$ cat src/rtl/tile_sched_pkg.sv
// Shared types, route encodings and geometry helpers for the tile dispatch scheduler.
package tile_sched_pkg;

  typedef enum logic [2:0] {
    IDLE     = 3'd0,
    REQ      = 3'd1,
    STREAM   = 3'd2,
    WAIT_DEC = 3'd3,
    DISPATCH = 3'd4,
    DRAIN    = 3'd5
  } state_e;

  localparam logic ROUTE_CNN  = 1'b1;
  localparam logic ROUTE_LITE = 1'b0;

  function automatic int unsigned calcNumTiles(input int unsigned imgW, input int unsigned imgH,
                                               input int unsigned tileW, input int unsigned tileH);
    return (imgW / tileW) * (imgH / tileH);
  endfunction

  function automatic int unsigned calcIdxW(input int unsigned numTiles);
    return (numTiles > 1) ? $clog2(numTiles) : 1;
  endfunction

endpackage

$ cat src/rtl/tile_dispatch_scheduler_engine_slot.sv
// One engine's job slot: single-job busy flag plus a saturating per-frame dispatch counter.
module engine_slot
  import tile_sched_pkg::*;
#(
  parameter int unsigned CNT_W = 8
) (
  input  logic             iClk,
  input  logic             iRst,
  input  logic             iClr,
  input  logic             iStart,
  input  logic             iDone,
  output logic             oBusy,
  output logic [CNT_W-1:0] oCount
);

  localparam logic [CNT_W-1:0] CNT_MAX = {CNT_W{1'b1}};

  // Start wins over Done so a job launched in the completion cycle stays tracked.
  always_ff @(posedge iClk) begin
    if (iRst) begin
      oBusy  <= 1'b0;
      oCount <= '0;
    end else begin
      if (iStart) begin
        oBusy <= 1'b1;
      end else if (iDone) begin
        oBusy <= 1'b0;
      end
      if (iClr) begin
        oCount <= '0;
      end else if (iStart && (oCount != CNT_MAX)) begin
        oCount <= oCount + CNT_W'(1);
      end
    end
  end

endmodule

$ cat src/rtl/tile_dispatch_scheduler.sv
// Frame sequencer: requests each tile, waits for a routing decision, dispatches to the
// CNN or lite engine and signals frame completion once both engines are idle.
module tile_dispatch_scheduler
  import tile_sched_pkg::*;
#(
  parameter int unsigned IMG_WIDTH   = 32,
  parameter int unsigned IMG_HEIGHT  = 16,
  parameter int unsigned TILE_WIDTH  = 16,
  parameter int unsigned TILE_HEIGHT = 16,
  parameter int unsigned DEC_TIMEOUT = 64,
  parameter int unsigned CNT_W       = 8,
  localparam int unsigned NUM_TILES  = calcNumTiles(IMG_WIDTH, IMG_HEIGHT, TILE_WIDTH, TILE_HEIGHT),
  localparam int unsigned IDX_W      = calcIdxW(NUM_TILES)
) (
  input  logic             iClk,
  input  logic             iRst,
  input  logic             iStart,
  output logic             oBusy,
  output logic             oFrameDone,
  output logic             oTileReq,
  output logic [IDX_W-1:0] oTileIdx,
  input  logic             iTileDone,
  input  logic             iDecisionValid,
  input  logic             iRouteToCnn,
  output logic             oCnnStart,
  input  logic             iCnnReady,
  input  logic             iCnnDone,
  output logic             oLiteStart,
  input  logic             iLiteReady,
  input  logic             iLiteDone,
  output logic [CNT_W-1:0] oCnnCount,
  output logic [CNT_W-1:0] oLiteCount,
  output logic             oTimeoutErr
);

  localparam int unsigned TO_W = (DEC_TIMEOUT > 1) ? $clog2(DEC_TIMEOUT) : 1;

  state_e          state;
  logic            decValid;
  logic            decRoute;
  logic [TO_W-1:0] decTimer;
  logic            cnnBusy;
  logic            liteBusy;
  logic            cnnDoneQ;
  logic            liteDoneQ;
  logic            frameClr;
  logic            targetFree;

  // Completions are only meaningful while a frame is running.
  assign cnnDoneQ  = iCnnDone  && (state != IDLE);
  assign liteDoneQ = iLiteDone && (state != IDLE);
  assign frameClr  = (state == IDLE) && iStart;

  // A completing job frees its engine in the same cycle.
  assign targetFree = (decRoute == ROUTE_CNN) ? (iCnnReady  && (!cnnBusy  || cnnDoneQ))
                                              : (iLiteReady && (!liteBusy || liteDoneQ));

  always_ff @(posedge iClk) begin
    if (iRst) begin
      state       <= IDLE;
      oBusy       <= 1'b0;
      oFrameDone  <= 1'b0;
      oTileReq    <= 1'b0;
      oTileIdx    <= '0;
      oCnnStart   <= 1'b0;
      oLiteStart  <= 1'b0;
      oTimeoutErr <= 1'b0;
      decValid    <= 1'b0;
      decRoute    <= ROUTE_LITE;
      decTimer    <= '0;
    end else begin
      oFrameDone <= 1'b0;
      oTileReq   <= 1'b0;
      oCnnStart  <= 1'b0;
      oLiteStart <= 1'b0;

      // First decision per tile wins; later ones are dropped until dispatch clears the latch.
      if (((state == STREAM) || (state == WAIT_DEC)) && iDecisionValid && !decValid) begin
        decValid <= 1'b1;
        decRoute <= iRouteToCnn;
      end

      case (state)
        IDLE: begin
          if (iStart) begin
            state       <= REQ;
            oBusy       <= 1'b1;
            oTileReq    <= 1'b1;
            oTileIdx    <= '0;
            oTimeoutErr <= 1'b0;
          end
        end
        REQ: state <= STREAM;
        STREAM: begin
          if (iTileDone) begin
            decTimer <= '0;
            state    <= decValid ? DISPATCH : WAIT_DEC;
          end
        end
        WAIT_DEC: begin
          if (decValid || iDecisionValid) begin
            state <= DISPATCH;
          end else if (decTimer == TO_W'(DEC_TIMEOUT - 1)) begin
            decValid    <= 1'b1;
            decRoute    <= ROUTE_CNN;
            oTimeoutErr <= 1'b1;
            state       <= DISPATCH;
          end else begin
            decTimer <= decTimer + TO_W'(1);
          end
        end
        DISPATCH: begin
          if (targetFree) begin
            decValid <= 1'b0;
            if (decRoute == ROUTE_CNN) begin
              oCnnStart <= 1'b1;
            end else begin
              oLiteStart <= 1'b1;
            end
            if (oTileIdx == IDX_W'(NUM_TILES - 1)) begin
              state <= DRAIN;
            end else begin
              oTileIdx <= oTileIdx + IDX_W'(1);
              oTileReq <= 1'b1;
              state    <= REQ;
            end
          end
        end
        DRAIN: begin
          // A start pulse still in flight has not reached its busy flag yet.
          if (!cnnBusy && !liteBusy && !oCnnStart && !oLiteStart) begin
            oFrameDone <= 1'b1;
            oBusy      <= 1'b0;
            state      <= IDLE;
          end
        end
        default: state <= IDLE;
      endcase
    end
  end

  engine_slot #(.CNT_W(CNT_W)) uCnnSlot (
    .iClk   (iClk),
    .iRst   (iRst),
    .iClr   (frameClr),
    .iStart (oCnnStart),
    .iDone  (cnnDoneQ),
    .oBusy  (cnnBusy),
    .oCount (oCnnCount)
  );

  engine_slot #(.CNT_W(CNT_W)) uLiteSlot (
    .iClk   (iClk),
    .iRst   (iRst),
    .iClr   (frameClr),
    .iStart (oLiteStart),
    .iDone  (liteDoneQ),
    .oBusy  (liteBusy),
    .oCount (oLiteCount)
  );

endmodule
$ cat config.mk
export PLATFORM = sky130hd
export DESIGN_NAME = tile_dispatch_scheduler
export DESIGN_NICKNAME = d
export VERILOG_FILES = /design/src/rtl/tile_sched_pkg.sv /design/src/rtl/tile_dispatch_scheduler_engine_slot.sv /design/src/rtl/tile_dispatch_scheduler.sv
export SDC_FILE = /design/constraint.sdc
export NUM_CORES = 1
export LEC_CHECK = 0
export ABC_AREA = 1
export CAP_MARGIN = 20
export CORE_MARGIN = 3
export CORE_UTILIZATION = 55
export DETAILED_ROUTE_END_ITERATION = 10
export PLACE_DENSITY = 0.83
export SETUP_SLACK_MARGIN = 0.05
export SYNTH_ARGS = -nofsm -noshare
export SYNTH_HDL_FRONTEND = slang
export SYNTH_SLANG_ARGS = --single-unit
$ cat constraint.sdc
create_clock -name iClk -period 3.25 [get_ports iClk]
set_input_delay 0.8125 -clock iClk [delete_from_list [all_inputs] [get_ports iClk]]
set_output_delay 0.8125 -clock iClk [all_outputs]
set_load 0.005 [all_outputs]
; Word level (Yosys, flattened, before mapping)
; Cells that the tools add are included.
[word_totals]
reg_bits = 36
inputBits = 10
out_inout_bits = 23
[classes]
addsub = 4
eq_ne = 16
mux = 44
bitwise_logic = 3
reduce_logical = 37
[op_table]
columns = operator, count
row1 = 1-bit two-way mux, 26
row2 = 3-bit two-way mux, 8
row3 = 6-bit two-way mux, 3
row4 = 3-bit one-hot mux with 6 select lines, 1
row5 = 8-bit by 1-bit adder with 8-bit output (second input constant), 2
row6 = 8-bit inequality test (second input constant), 2
row7 = 1-bit logical AND, 12
row8 = 2-bit inequality test (second input constant), 6
row9 = 6-bit one-hot mux with 2 select lines, 1
row10 = 2-bit nonzero test, 6
row11 = 1-bit one-hot mux with 2 select lines, 5
row12 = 4-bit AND reduction, 2
row13 = 6-bit by 1-bit adder with 6-bit output (second input constant), 1
row14 = 3-bit by 2-bit == test with 1-bit output (second input constant), 2
row15 = 3-bit == test (second input constant), 2
row16 = 6-bit == test (second input constant), 1
row17 = 3-bit AND reduction, 2
row18 = 1-bit zero test, 5
row19 = 5-bit AND reduction, 1
row20 = 1-bit logical OR, 4
row21 = 2-bit OR reduction, 2
row22 = 3-bit by 1-bit == test with 1-bit output (second input constant), 1
row23 = 3-bit zero test, 1
row24 = 3-bit by 1-bit inequality test with 1-bit output (second input constant), 1
row25 = other kinds (5), 7

; Longest topological paths before layout
[logic_depth]
ltp_word = 8
ltp_mapped = 11

; Modules after synthesis
; Synthesis repeated with hierarchy kept, for this count alone.
[unflattened]
cells_unflattened = 316
area_unflattened_um2 = 2078.2
[modules_own_cells]
columns = module, n_inst, cells_per_inst, area_per_inst_um2
row1 = tile_dispatch_scheduler, 1, 168, 1117.3
row2 = engine_slot, 2, 74, 480.5

; Least setup slack after synthesis
; Ideal clock, no wire load.
[synth_timing]
path_kind = in2reg
startpoint = in iDecisionValid
endpoint = reg state[1]
t_arrival_ns = 1.494
slack_ns = 1.644
path_stages = 10
path_buffers = 0
path_cell_list = nor2_1 > inv_1 > nor2_2 > nand2_1 > nand2_1 > nor2_1 > nand2_2 > nand2_1 > nand2_1 > nor2_1
[synth_between]
elab_chain_len = 3
word_cells_on_any_way = 5
[synth_rtl]
columns = item, line_no
row1 = "start, declared", tile_dispatch_scheduler.sv:23  ; input logic iDecisionValid,
row2 = 1-bit logical OR (*), tile_dispatch_scheduler.sv:101  ; if (decValid || iDecisionValid) begin
row3 = 3-bit by 1-bit inequality test with 1-bit output (no line) / 3-bit two-way mux (equally long branches), -
row4 = 5-bit AND reduction (no line) / 3-bit one-hot mux with 6 select lines (equally long branches), -
row5 = "end signal, assigned", tile_dispatch_scheduler.sv:97  ; state <= decValid ? DISPATCH : WAIT_DEC;
row6 = "end, declared", tile_dispatch_scheduler.sv:38  ; state_e state;
; Every way passes the cells marked *; elsewhere a longest branch is shown, timed or not.
; A chain may end at the register's enable or synchronous reset.

; Worst setup path after layout
[layout_timing]
startpoint = reg oLiteStart
endpoint = out oLiteStart
[layout_lines]
columns = item, line_no
row1 = "start, declared", tile_dispatch_scheduler.sv:28  ; output logic oLiteStart,
row2 = "start signal, assigned", tile_dispatch_scheduler.sv:66  ; oLiteStart <= 1'b0;
row3 = "start signal, assigned", tile_dispatch_scheduler.sv:75  ; oLiteStart <= 1'b0;
row4 = "start signal, assigned", tile_dispatch_scheduler.sv:118  ; oLiteStart <= 1'b1;
; No word-level cell between the ends.

==> flow_summary_export.csv <==
group,metric,value,unit
timing,tightest_slew,0.300,ns
logic_synthesis,syn_inst,273,
timing,slew_headroom,79.9,%
grt,grt_pass1_wl,6.82,mm
floorplan,coreArea,3100,um^2
worst_setup_path,slowest_stage,"clkdlybuf4s50_1",
cts,cts-root-buf,"clkbuf_4",
worst_setup_path,crit_fanout,4,
pwr,p_leak,0.938,nW
cts,post_cts_buffers,0,
worst_setup_path,crit_family,"buffers and inverters",
worst_setup_path,path_cells,"clkdlybuf4s50_1",
cts,clk_path_buf_depth,2,
timing,drv_slew,0,
place,hpwl,2.95,mm
worst_setup_path,cp.required,2.44,ns
final_layout,antenna_cells,0,
worst_setup_path,critPathMaxStageDelay,0.54,ns
logic_synthesis,ys_seq_area_share,39.8,%
worst_setup_path,path_buf_inv,1,
pwr,p_per_area,472,nW/um^2
logic_synthesis,async_flop_share,0,%
logic_synthesis,syn_area_per_cell,6.64,um^2
timing,tns,0,ns
grt,grt_overflow,0,
logic_synthesis,netlist_area,1810,um^2
detailed_routing,totalWireLength,3.91,mm
min_path,hold_path_class,"flip-flop to flip-flop",
final_layout,fill_cells,283,
detailed_routing,firstDrtPassIters,4,
floorplan,die_h,63.4,um
floorplan,dieArea,4020,um^2
cts,clkTransAtPathRegs,0.12,ns
timing,finalCritPeriodShare,66.5,%
floorplan,initial_core_util,58.4,%
logic_synthesis,yosys.area.top_type_share,39.8,%
logic_synthesis,synth_area_leaders,"dfxtp_1, nand2_1, inv_1",
cts,cts_tree,"yes",
final_layout,syn_to_final_growth,24.4,%
grt,antenna_found_initial,0,
cts,cts_made_buffers,5,
grt,grt_pass1_vias,1618,
place,place_congestion,0.887,
cts,ctsHoldBuffers,0,
final_layout,nets,325,
logic_synthesis,ys_ff_latch,36,
logic_synthesis,synth_cell_types,28,
pwr,fin_total_pwr,0.00107,W
worst_setup_path,worst-setup-path-type,"flip-flop to primary output",
detailed_routing,via_per_inst,4.99,
timing,rsz0062_at_grt,"no",
worst_setup_path,cp-start-kind,"flip-flop",
cts,clock_latency,0.36,ns
floorplan,placementRows,20,
cts,clock_sinks,36,
logic_synthesis,synth_warnings,0,
timing,period_needed,2.16,ns
logic_synthesis,yosys_most_used_dff,"dfxtp_1",
worst_setup_path,critPathCaptureType,"primary output",
floorplan,die_w,63.4,um
cts,htreeDepth,2,
place,io_buffers,32,
timing,fin_skew,0.0117,ns
detailed_routing,drt_drc_violations_left,0,
timing,finalHoldViolations,0,
detailed_routing,drtIter0Drc,70,
timing,setup-violations-final,0,
logic_synthesis,synth.most_common_cell,"nand2_1",
detailed_routing,vias,1783,
logic_synthesis,synth_edf_count,0,
logic_synthesis,synth_nets,286,
run,max_cap_violations,0,
final_layout,drive_gt1_share,7.67,%
detailed_routing,wl_per_cell,11.0,um
grt,grt_max_degree,15,
detailed_routing,ant_nets,0,
floorplan,pin_count,33,
timing,max_freq,463,MHz
logic_synthesis,synth_commonest_cells,"nand2_1, inv_1, dfxtp_1, nor2_1, a21oi_1",
pwr,ir_worst_vdd,317,uV
cts,cts_resized,0,
grt,grt_use_total,21.3,%
logic_synthesis,yosysTopAreaCell,"dfxtp_1",
run_status,status,"completed",
worst_setup_path,crit_arrival,1.35,ns
==> metrics by stage <==
stage | std cells | utilization [%] | setup WS, ns | instance area (um^2) | hold WS (ns)
6_report | 357 | 72.7 | 1.09 | 2260 | 0.471
2_1_floorplan | 273 | - | 1.64 | 1810 | 0.443
3_5_place_dp | 349 | 70.7 | 1.07 | 2190 | 0.457
5_1_grt | 357 | 72.7 | 1.05 | 2260 | 0.494
3_3_place_gp | 349 | 70.7 | 1.09 | 2190 | 0.455
4_1_cts | 357 | 72.7 | 1.07 | 2260 | 0.473
==> flip-flops by register name (all words and copies together), names as in the netlist <==
name	flops
uCnnSlot.oCount	8
oTimeoutErr	1
oCnnStart	1
state	3
oLiteStart	1
decValid	1
decTimer	6
oFrameDone	1
oTileIdx	1
decRoute	1
uLiteSlot.oCount	8
oBusy	1
uLiteSlot.oBusy	1
uCnnSlot.oBusy	1
oTileReq	1
==> path summary, 6_finish.rpt <==
check                startpoint  cells past startpoint            endpoint  slack [ns]
max                  oLiteStart                      1          oLiteStart        1.09
min                       oBusy                      2               oBusy        0.47
max reg2reg  uCnnSlot.oCount[0]                     10  uCnnSlot.oCount[6]        1.64
min reg2reg               oBusy                      2               oBusy        0.47
==> cells by family (layout without fill, tap and decap cells) <==
group / Yosys count / after routing / synth area share (%)
AO/OA/AOI/OAI: 37 / 37 / 11.0
XOR/XNOR: 8 / 8 / 3.86
adder cells (fa/ha/maj): 3 / 3 / 2.07
buffers and inverters: 46 / 86 / 9.59
flip-flops: 36 / 36 / 39.8
AND/OR/NAND/NOR: 143 / 143 / 33.7
==> per-layer routing <==
metal | global-route usage (%) | vias up | share of wire, %
li1 | - | 938 | -
met2 | 36.4 | 53 | 48
met4 | 11.6 | 0 | 2.4
met5 | 0 | - | 0
met3 | 4.63 | 9 | 5.8
met1 | 24.6 | 783 | 44
==> report_power, final <==
group          total, W  switching (W)  internal [W]
Combinational  0.000294       0.000185      0.000108
Sequential     0.000512      0.0000353      0.000477
Clock          0.000260       0.000157      0.000103
Total           0.00107       0.000378      0.000688
==> cell usage in the layout (no fill, tap or decap) <==
| cell type | count |
|---|---|
| xor2_1 | 6 |
| nand3b_1 | 1 |
| dfxtp_1 | 36 |
| a31oi_1 | 1 |
| clkdlybuf4s50_1 | 32 |
| a21oi_2 | 1 |
| nand2_1 | 75 |
| a211oi_1 | 1 |
| nand3_1 | 17 |
| clkinv_2 | 2 |
| o21ai_2 | 1 |
| a21oi_1 | 21 |
| o21ai_0 | 11 |
| ha_1 | 3 |
| nand3_2 | 1 |
| inv_1 | 41 |
| xnor2_1 | 2 |
| clkbuf_4 | 5 |
| nand4_1 | 2 |
| nor3_2 | 1 |
| nand2_2 | 4 |
| inv_2 | 3 |
| nor2_2 | 1 |
| buf_4 | 2 |
| nor2_4 | 1 |
| nor3_1 | 5 |
| nor4_1 | 1 |
| or2_2 | 1 |
| nor2_1 | 33 |
| clkbuf_8 | 1 |
| o221ai_1 | 1 |
==> area by class of cell <==
class	instances	area (um^2)	area share (%)
clock buffer	6	51.3	2.27
clock inverter	2	10.0	0.444
inverter	44	165	7.32
multi-input combinational	191	918	40.7
sequential	36	721	31.9
tap	44	55.1	2.44
timing repair buffer	34	335	14.9
No activity file was read; power rests on OpenSTA's default activity.
==> edit 1: new RTL, same settings <==
`DEC_TIMEOUT`: 64 -> 32.
--- a/src/rtl/tile_dispatch_scheduler.sv
+++ b/src/rtl/tile_dispatch_scheduler.sv
@@ -8,5 +8,5 @@
   parameter int unsigned TILE_WIDTH  = 16,
   parameter int unsigned TILE_HEIGHT = 16,
-  parameter int unsigned DEC_TIMEOUT = 64,
+  parameter int unsigned DEC_TIMEOUT = 32,
   parameter int unsigned CNT_W       = 8,
   localparam int unsigned NUM_TILES  = calcNumTiles(IMG_WIDTH, IMG_HEIGHT, TILE_WIDTH, TILE_HEIGHT),
Check against the original RTL: same outputs for any inputs over 10 cycles, from zero or initial values and one cycle with iRst high; that may be too few to reach the edited logic, so the function may still have changed.
==> edit 1 against the original RTL <==
Sequential cell count decreased by 1; worst setup slack better by 0.0070 ns; sequential power is 1% higher; die area decreased by 1.8%; synthesized area fell by 2.0%; via count down 5.8%; first-iteration DRC count grew 90%; utilization increased by 3.3 points; power up 12%; clock skew decreased by 0.0042 ns; cell area shrank 1.4%; global-route usage decreased by 0.71 points; routed wire length is 5.0% lower; critical endpoint is now oCnnCount[2]; highest routed layer unchanged.
==> edit 1: results (changes against the original RTL) <==
• fraction of final layout cells sized beyond drive strength 1: 0.118, +0.0410
• largest registers: uCnnSlot.oCount: 8 flops, uLiteSlot.oCount: 8 flops, decTimer: 5 flops
• met3 Use GR: 0.0773, +0.0310
• Crit. Startpoint: uCnnSlot.oCount[2]$_SDFFE_PP0P_
• final instance count without filler cells: 331, -7.3%
• Hold WS: 0.476 ns, +0.00522 ns
• IR Drop Worst-Case VDD: 421 uV, +33%
• routing usage on met2: 0.325, -0.0389
• placed cells: 323, -7.4%
• metal2 WL: 1.68 mm, -11%
• via count of the first global-routing pass: 1,525, -5.7%
• maximum number of pins on one net before global-route repair: 13, -2
• critical path capture point: oCnnCount[2]
• synthesized instance count: 251, -8.1%
• placed instance area: 2140 um^2, -2.6%
• post-detail-place hpwl: 2.78 mm, -5.8%
• wire length of the first global-routing pass: 6.50 mm, -4.7%
• transition time of the tightest slew-check pin: 0.719 ns, +0.419 ns
• global placer's final weighted congestion: 0.889, +0.30%
• cells taking the most area after synthesis: sky130_fd_sc_hd__dfxtp_1 39%, sky130_fd_sc_hd__nand2_1 12%, sky130_fd_sc_hd__nor2_1 6.8%, sky130_fd_sc_hd__a21oi_1 6.2%, sky130_fd_sc_hd__inv_1 5.7%
• wire length on met1: 1.77 mm, +4.0%
• minimum clock period: 2.15 ns, -0.00699 ns
• total length of routed met3 wires: 217 um, -4.4%
• overall via count from detail_route: 1,680, -5.8%
• Critical R2R Capture: uCnnSlot.oCount[1]$_SDFFE_PP0P_
• result of the run: finished, final reports clean
• Post-Syn Nets: 265, -7.3%
• number of DRC markers after the initial detailed-route iteration: 133, +90%
• final clock skew: 0.00746 ns, -0.00422 ns
edit 1: power breakdown:
group | total [mW] | switching, mW | internal (mW)
clock | 0.328 | 0.146 | 0.182
combinational | 0.346 | 0.213 | 0.133
sequential | 0.518 | 0.0463 | 0.471
edit 1: logic make-up (layout without fill, tap and decap cells):
kind of cell | count (synthesis) | count (layout) | synth area share
buf+inv | 37 | 75 | 0.0852
simple gates | 128 | 128 | 0.339
fa+ha+maj | 4 | 4 | 0.0282
compound gates | 40 | 40 | 0.119
xor+xnor | 7 | 7 | 0.0345
flops | 35 | 35 | 0.394
edit 1: cell type report:
cell class / count / area [um^2] / area share
multi-input combinational: 179 / 925 / 0.416
clock inverter: 2 / 35.0 / 0.0158
timing repair buffer: 34 / 335 / 0.151
tap: 42 / 52.6 / 0.0236
inverter: 33 / 124 / 0.0557
clock buffer: 6 / 51.3 / 0.0231
sequential: 35 / 701 / 0.315
==> edit 2: new RTL, same settings <==
Without the edit above. Encoding of `state_e`: now one-hot (6 bits for 6 states).
--- a/src/rtl/tile_sched_pkg.sv
+++ b/src/rtl/tile_sched_pkg.sv
@@ -2,11 +2,11 @@
 package tile_sched_pkg;
 
-  typedef enum logic [2:0] {
-    IDLE     = 3'd0,
-    REQ      = 3'd1,
-    STREAM   = 3'd2,
-    WAIT_DEC = 3'd3,
-    DISPATCH = 3'd4,
-    DRAIN    = 3'd5
+  typedef enum logic [5:0] {
+    IDLE     = 6'b000001,
+    REQ      = 6'b000010,
+    STREAM   = 6'b000100,
+    WAIT_DEC = 6'b001000,
+    DISPATCH = 6'b010000,
+    DRAIN    = 6'b100000
   } state_e;
 
Function: same outputs for any inputs over 10 cycles, from zero or initial values and one cycle with iRst high; not proved beyond that.
==> edit 2 against the original RTL <==
Die area up 6.7%; sequential cell count is 3 higher; via count grew 5.4%; worst setup slack worse by 0.021 ns; cell area is 6.6% higher; utilization up 2.4 points; routed wire length grew 9.6%; critical path depth stayed put; synthesized area up 7.5%; first-iteration DRC count up 23%; worst hold slack lost 0.0035 ns.
Power is not compared: it rests on default switching activity, and its combinational part moved more than twofold at a synthesized area within 25%.
==> edit 2: results (changes against the original RTL) <==
• gr usage total: 0.220, +0.00723
• fraction of final layout cells sized beyond drive strength 1: 0.0767, unchanged
• synthesized instance count: 275, +0.73%
• routed via count divided by cell count: 5.27, +5.4%
• cells taking the most area after synthesis: sky130_fd_sc_hd__dfxtp_1 40%, sky130_fd_sc_hd__nand2_1 14%, sky130_fd_sc_hd__a21oi_1 7.2%, sky130_fd_sc_hd__inv_1 6.4%, sky130_fd_sc_hd__nand3_1 5.1%
• largest registers: uCnnSlot.oCount: 8 flops, uLiteSlot.oCount: 8 flops
• FF-to-FF path depth: 8, -2
• crit-path max FO: 6, +2
• compound-cell area share of the yosys netlist: 0.111, +0.000690
• register area share after synthesis: 0.401, +0.00326
• list of most frequent post-synthesis cells: 71 x sky130_fd_sc_hd__nand2_1, 39 x sky130_fd_sc_hd__dfxtp_1, 33 x sky130_fd_sc_hd__inv_1, 28 x sky130_fd_sc_hd__a21oi_1, 24 x sky130_fd_sc_hd__nor2_1
• filler cell count in the final layout: 261, -7.8%
• post-detail-place hpwl: 3.21 mm, +8.8%
• via count of the first global-routing pass: 1,701, +5.1%
• hold-critical path depth: 2, unchanged
• post-DR wirelength/cell: 12.0 um, +9.6%
• number of DRC markers after the initial detailed-route iteration: 86, +23%
• result of the run: finished, final reports clean
• wire length of the first global-routing pass: 7.43 mm, +9.0%
• maximum number of pins on one net before global-route repair: 15, unchanged
• Fmax achieved: 0.458 GHz, -0.98%
• number of antenna violations at the first check in global routing: 0, unchanged
• Post-CTS Repair Setup Buffers: 0, unchanged
• transition time of the tightest slew-check pin: 0.408 ns, +0.108 ns
• Post-Syn Nets: 288, +0.70%
• xor-xnor portion of the synthesized cell area: 0.0539, +0.0153
• Critical R2R Capture: uLiteSlot.oCount[7]$_SDFFE_PP0P_
• adder and majority gate portion of the synthesized area: 0.0193, -0.00144
• global placer's final weighted congestion: 0.868, -2.1%
• Crit path arrival time: 1.37 ns, +0.02 ns
• Reg2Reg Setup Slack: 1.43 ns, -0.21 ns
• placed instance area: 2320 um^2, +5.6%
• Hold WS: 0.467 ns, -0.00354 ns
• startpoint of the worst register-to-register path: uLiteSlot.oCount[0]$_SDFFE_PP0P_
## edit 2: cell count changes in the layout (fill, tap and decap cells not counted), sizes merged, moves of 4 or more
cell / before / now
a21oi: 22 / 28
inv: 44 / 37
nand2: 79 / 73
nand3: 18 / 22
nor2: 35 / 31
nor3: 6 / 2
xnor2: 2 / 7
## edit 2: layout make-up
| class | instances | area (um^2) | share of cell area |
|---|---|---|---|
| Multi-Input combinational cell | 196 | 1010 | 0.420 |
| Clock buffer | 6 | 51.3 | 0.0213 |
| Tap cell | 44 | 55.1 | 0.0229 |
| Clock inverter | 2 | 35.0 | 0.0146 |
| Sequential cell | 39 | 781 | 0.325 |
| Timing Repair Buffer | 33 | 328 | 0.136 |
| Inverter | 37 | 144 | 0.0598 |
## edit 2: per-layer routing
metal / vias to the layer above / global-route usage / wire [um]
met3: 7 / 0.0513 / 215
li1: 961 / - / -
met2: 44 / 0.374 / 2020
met5: - / 0 / 0
met4: 0 / 0.0829 / 52
met1: 868 / 0.270 / 2010
